File: src/rtl/hazard_ctrl_unit.sv
// rtl/hazard_ctrl_unit.sv - pipeline hazard controller: load-use/branch stalls, flush, dmem freeze
// Optional saturating performance counters enabled by defining HAZARD_PERF_CNT_EN.
module hazard_ctrl_unit #(
  parameter int REG_AW       = 5,
  parameter int LOAD_STALL   = 1,
  parameter int BRANCH_IN_ID = 1,
  parameter int CNT_W        = 16
) (
  input  logic              clk,
  input  logic              rst_n,
  input  logic [REG_AW-1:0] if_id_rs,
  input  logic [REG_AW-1:0] if_id_rt,
  input  logic              if_id_uses_rt,
  input  logic              if_id_branch,
  input  logic              branch_taken,
  input  logic              id_ex_mem_read,
  input  logic [REG_AW-1:0] id_ex_rt,
  input  logic              id_ex_reg_write,
  input  logic [REG_AW-1:0] id_ex_rd,
  input  logic              ex_mem_mem_read,
  input  logic [REG_AW-1:0] ex_mem_rt,
  input  logic              ex_mem_mem_access,
  input  logic              dmem_ready,
  output logic              pc_write,
  output logic              if_id_write,
  output logic              id_ex_bubble,
  output logic              if_id_flush,
  output logic              pipe_freeze,
  output logic [CNT_W-1:0]  stall_cycles,
  output logic [CNT_W-1:0]  flush_count,
  output logic [CNT_W-1:0]  freeze_cycles
);

  localparam logic [0:0] S_RUN    = 1'b0;
  localparam logic [0:0] S_LSTALL = 1'b1;
  localparam logic [2:0] INIT_CNT = 3'(LOAD_STALL - 1);
  localparam logic       MULTI    = (LOAD_STALL > 1);
  localparam logic       BR_EN    = (BRANCH_IN_ID != 0);

  logic [0:0] state_q, state_d;
  logic [2:0] cnt_q, cnt_d;

  logic m_load_ex, m_alu_ex, m_load_mem;
  logic lu, bh, fz, stall;

  // Register 0 is hardwired, so a zero destination never creates a dependency.
  assign m_load_ex  = (id_ex_rt != '0) &&
                      (id_ex_rt == if_id_rs || (if_id_uses_rt && id_ex_rt == if_id_rt));
  assign m_alu_ex   = (id_ex_rd != '0) &&
                      (id_ex_rd == if_id_rs || (if_id_uses_rt && id_ex_rd == if_id_rt));
  assign m_load_mem = (ex_mem_rt != '0) &&
                      (ex_mem_rt == if_id_rs || (if_id_uses_rt && ex_mem_rt == if_id_rt));

  assign lu = id_ex_mem_read && m_load_ex;
  assign bh = BR_EN && if_id_branch &&
              ((id_ex_reg_write && m_alu_ex) || (ex_mem_mem_read && m_load_mem));
  assign fz = ex_mem_mem_access && !dmem_ready;

  always_comb begin
    state_d = state_q;
    cnt_d   = cnt_q;
    stall   = 1'b0;
    if (fz) begin
      stall = 1'b0;
    end else if (state_q == S_LSTALL) begin
      stall = 1'b1;
      cnt_d = cnt_q - 3'd1;
      if (cnt_q <= 3'd1) state_d = S_RUN;
    end else if (lu || bh) begin
      stall = 1'b1;
      if (lu && MULTI) begin
        state_d = S_LSTALL;
        cnt_d   = INIT_CNT;
      end
    end
  end

  always_comb begin
    pc_write     = 1'b0;
    if_id_write  = 1'b0;
    id_ex_bubble = 1'b0;
    if_id_flush  = 1'b0;
    pipe_freeze  = 1'b0;
    if (!rst_n) begin
      pc_write = 1'b0;
    end else if (fz) begin
      pipe_freeze = 1'b1;
    end else if (stall) begin
      id_ex_bubble = 1'b1;
    end else begin
      pc_write    = 1'b1;
      if_id_write = 1'b1;
      if_id_flush = branch_taken;
    end
  end

  always_ff @(posedge clk or negedge rst_n) begin
    if (!rst_n) begin
      state_q <= S_RUN;
      cnt_q   <= 3'd0;
    end else begin
      state_q <= state_d;
      cnt_q   <= cnt_d;
    end
  end

`ifdef HAZARD_PERF_CNT_EN
  localparam logic [CNT_W-1:0] CNT_ONE = {{(CNT_W-1){1'b0}}, 1'b1};

  logic [CNT_W-1:0] stall_q, flush_q, freeze_q;

  always_ff @(posedge clk or negedge rst_n) begin
    if (!rst_n) begin
      stall_q  <= '0;
      flush_q  <= '0;
      freeze_q <= '0;
    end else begin
      if (id_ex_bubble && stall_q != '1) stall_q <= stall_q + CNT_ONE;
      if (if_id_flush && flush_q != '1) flush_q <= flush_q + CNT_ONE;
      if (pipe_freeze && freeze_q != '1) freeze_q <= freeze_q + CNT_ONE;
    end
  end

  assign stall_cycles  = stall_q;
  assign flush_count   = flush_q;
  assign freeze_cycles = freeze_q;
`else
  assign stall_cycles  = '0;
  assign flush_count   = '0;
  assign freeze_cycles = '0;
`endif

endmodule

File: config.mk
export PLATFORM = sky130hd
export DESIGN_NAME = hazard_ctrl_unit
export DESIGN_NICKNAME = d
export VERILOG_FILES = /design/src/rtl/hazard_ctrl_unit.sv
export SDC_FILE = /design/constraint.sdc
export NUM_CORES = 1
export LEC_CHECK = 0
export ABC_CLOCK_PERIOD_IN_PS = 2850
export CAP_MARGIN = 10
export CELL_PAD_IN_SITES_DETAIL_PLACEMENT = 0
export CELL_PAD_IN_SITES_GLOBAL_PLACEMENT = 1
export CORE_UTILIZATION = 22
export CTS_BUF_LIST = sky130_fd_sc_hd__clkbuf_8 sky130_fd_sc_hd__clkbuf_16
export CTS_CLUSTER_DIAMETER = 80
export CTS_CLUSTER_SIZE = 30
export DETAILED_ROUTE_END_ITERATION = 6
export PLACE_DENSITY = 0.95
export SLEW_MARGIN = 20
export SYNTH_ARGS = -nofsm -noshare
export SYNTH_HDL_FRONTEND = slang
export SYNTH_SLANG_ARGS = --single-unit
File: constraint.sdc
create_clock -name clk -period 2.85 [get_ports clk]
set_clock_uncertainty 0.2 [all_clocks]
set_input_delay 0.285 -clock clk [delete_from_list [all_inputs] [get_ports clk]]
set_output_delay 0.285 -clock clk [all_outputs]
set_load 0.01 [all_outputs]
==> results by group <==
Critical path
  – Critical path depth in cells: 7
  – Worst r2r src: cnt_q[0]
  – Slowest stage cell on the critical path: or4_1
  – Max stage delay on crit path: 0.54 ns
  – Critical path type: in2out
  – CP Data Arrival Time: 2.24 ns
  – Crit path cell chain: clkdlybuf4s50_1 > or4_1 > o211ai_1 > a21oi_2 > nor4_2 > buf_4 > dlygate4sd2_1
  – Worst path top cell family by delay: buffers and inverters
  – Crit path launch: ex_mem_rt[1]
  – Flop-to-flop setup slack: 1.63 ns
  – Crit path capture type: output port
  – Worst EP required: 2.37 ns
  – Worst setup endpoint: if_id_write
  – CP bufs+invs: 3
  – FF-to-FF path depth: 3
  – CP Launch Type: input pin
  – Critical path fanouts, max: 2
  – Worst r2r dst: state_q

Placement
  – DP Worst Slack: -0.271 ns
  – Dpl cells: 234
  – Post-DP HPWL: between 2000 and 2500 um
  – Placer congestion estimate: 0.818
  – Port Buf Inserts: 39

GRT
  – Largest net degree at the start of global routing: 9
  – Total grt overflow: 0
  – Global-route usage over all layers: 10.3%
  – Vias in the first global route: 813
  – First-pass GRT wire length: 3860 um
  – Initial antenna violation count: 0

Finish
  – Layout cells sized above 1: 17.3%
  – Fin cells: 237
  – Sequential Area: 100 um^2
  – Final #Nets: 224
  – Diodes inserted: 0
  – Most frequent cells in the layout: conb_1, clkdlybuf4s50_1, xor2_1
  – Layout area overhead: 47.5%
  – Most common cell after layout, fill and taps aside: conb_1
  – Multi-input gate area: between 700 and 800 um^2
  – Fillers: about 470

Pwr
  – Static leakage: 0.692 nW
  – Pwr Total: 448 uW
  – Max VDD drop: 0.000204 V
  – PwrDens: 305 mW/mm^2

Yosys
  – Asr flop ratio synth: 100%
  – Post-Syn Area: 996 um^2
  – Cell variety after synth: 24
  – Seq/Total Area, Yosys: 10.1%
  – #FFs+latches synth: 4
  – Synthesis Warnings: 0
  – Main synth FF type: dfrtp_1
  – Post-synth EDFFs: 0
  – Syn avg cell area: just under 8 um^2
  – Syn Inst Count: roughly 130

Detailed routing
  – DRT iter0 DRCs: 33
  – DRT Pass-1 Iters: 2
  – Post-route ant nets: 0
  – DRT Wirelength: 2440 um
  – Number of remaining DRC errors: 0
  – Routed wire per std cell: 10.3 um
  – Vias per std cell: 3.72
  – Vias: just under 900

Floorplanning
  – Effective utilization at floorplan: 22.9%
  – Die Width: 69.3 um
  – Die ar.: 0.00480 mm^2
  – Core area: 0.00435 mm^2
  – # rows: 24
  – Chip Height: 69.3 um
  – Top-Level Pins: 88

STA
  – Pins Over Slew Limit: 0
  – RSZ-0062 raised after global routing: false
  – Final worst slack: 0.122 ns
  – Crit share post-route: 95.7%
  – Fmax: 0.367 GHz
  – Post-layout min period: roughly 2.7 ns
  – Final number of hold-violating endpoints: 0
  – Final setup fails: 0

Clock network
  – Worst-Skew Late Latency: 0.22 ns
  – Setup Buffers After CTS: 0
  – H-tree levels: 1
  – CTS tree: yes
  – CTS Root Cell: clkbuf_8
  – Hold bufs inserted after CTS: 0
  – Clock Tree Buf Depth: 2
  – Clock sinks: 4
  – TritonCTS buffer count: 3
  – Clock Pin Slew Worst Setup and Hold Paths: roughly 0.030 ns

Worst hold path
  – Min-delay worst type: in2async

Status
  – Outcome: complete, no violations

Run
  – Max Cap Violations: 0
## area by class of cell
type / count / share of cell area [%]
Clock buffer: 3 / 2.81
Timing Repair Buffer: 58 / 35.5
Multi-Input combinational cell: 115 / 49.1
Inverter: 5 / 1.28
Tap cell: 52 / 4.43
Sequential cell: 4 / 6.81
## worst reg2reg max path, stage by stage (launching register included)
cell	delay [ns]
dfrtp_1	0.41
ha_1	0.20
o21bai_1	0.15
a31oi_1	0.17
## per-layer routing
metal | track usage, % | share of wire [%] | vias up
met1 | 12.3 | 40 | 384
met5 | 0 | 0 | -
met2 | 16.8 | 49 | 55
met3 | 2.03 | 8.6 | 4
li1 | - | - | 439
met4 | 6.80 | 2.5 | 0
## worst min path at each step
stage	slack, ns	depth (start not counted)	endpoint	from
floorplan	-0.21	0	cnt_q[0]	rst_n
global placement	0.26	1	cnt_q[2]	cnt_q[2]
detailed placement	0.28	1	cnt_q[2]	cnt_q[2]
CTS	0.12	1	state_q	rst_n
global route	0.13	1	state_q	rst_n
finish	0.12	1	cnt_q[2]	rst_n
## stage by stage
step,hold slack [ns],instance area (um^2),utilization (%),TNS (ns)
after global placement,0.259,1400,32.2,-0.730
after floorplan,-0.211,1170,-,0
final,0.115,1470,33.7,0
after detailed placement,0.282,1400,32.2,-0.786
after global routing,0.135,1470,33.7,0
after CTS,0.117,1450,33.4,0
## what timing repair did
action / 4_1_cts / 5_1_grt
gates resized for setup: 8 / 9
cloned: 0 / 0
pin swaps: 0 / 2
setup endpoints to repair: 4 / 4
## sequential cells by signal, indices dropped and copies added (netlist names)
register  count
cnt_q         3
state_q       1
## Yosys cell counts, types with 2 or more instances
library cell  number  share of area [%]
or4_1              3                2.3
inv_1              5                1.9
ha_1               2                2.5
nor2_1             3                1.1
nand2_1            3                1.1
a32oi_1            2                1.8
o211ai_1           2                1.5
nor3_1             3                1.5
nor4_1             5                3.1
dfrtp_1            4                 10
nand3_1            3                1.5
xnor2_1            7                6.2
xor2_1            25                 22
buf_4             49                 37
## kinds of logic (layout without fill, tap and decap cells)
logic type                 Yosys count  count (layout)  synth area share, %
AOI/OAI and AO/OA                   11              11                 7.79
buffers and inverters               54              66                 38.8
and+or+nand+nor                     22              22                 12.3
adders and majority gates            2               2                 2.51
other                                1              48                0.377
DFF                                  4               4                 10.1
xor gates and xnor gates            32              32                 28.1
## power by group
group	leakage, nW	switching (mW)	internal (mW)
clock network	0.0216	0.0311	0.0902
logic	0.622	0.112	0.116
registers	0.0486	0.0200	0.0788
(Power assumes the default switching activity.)
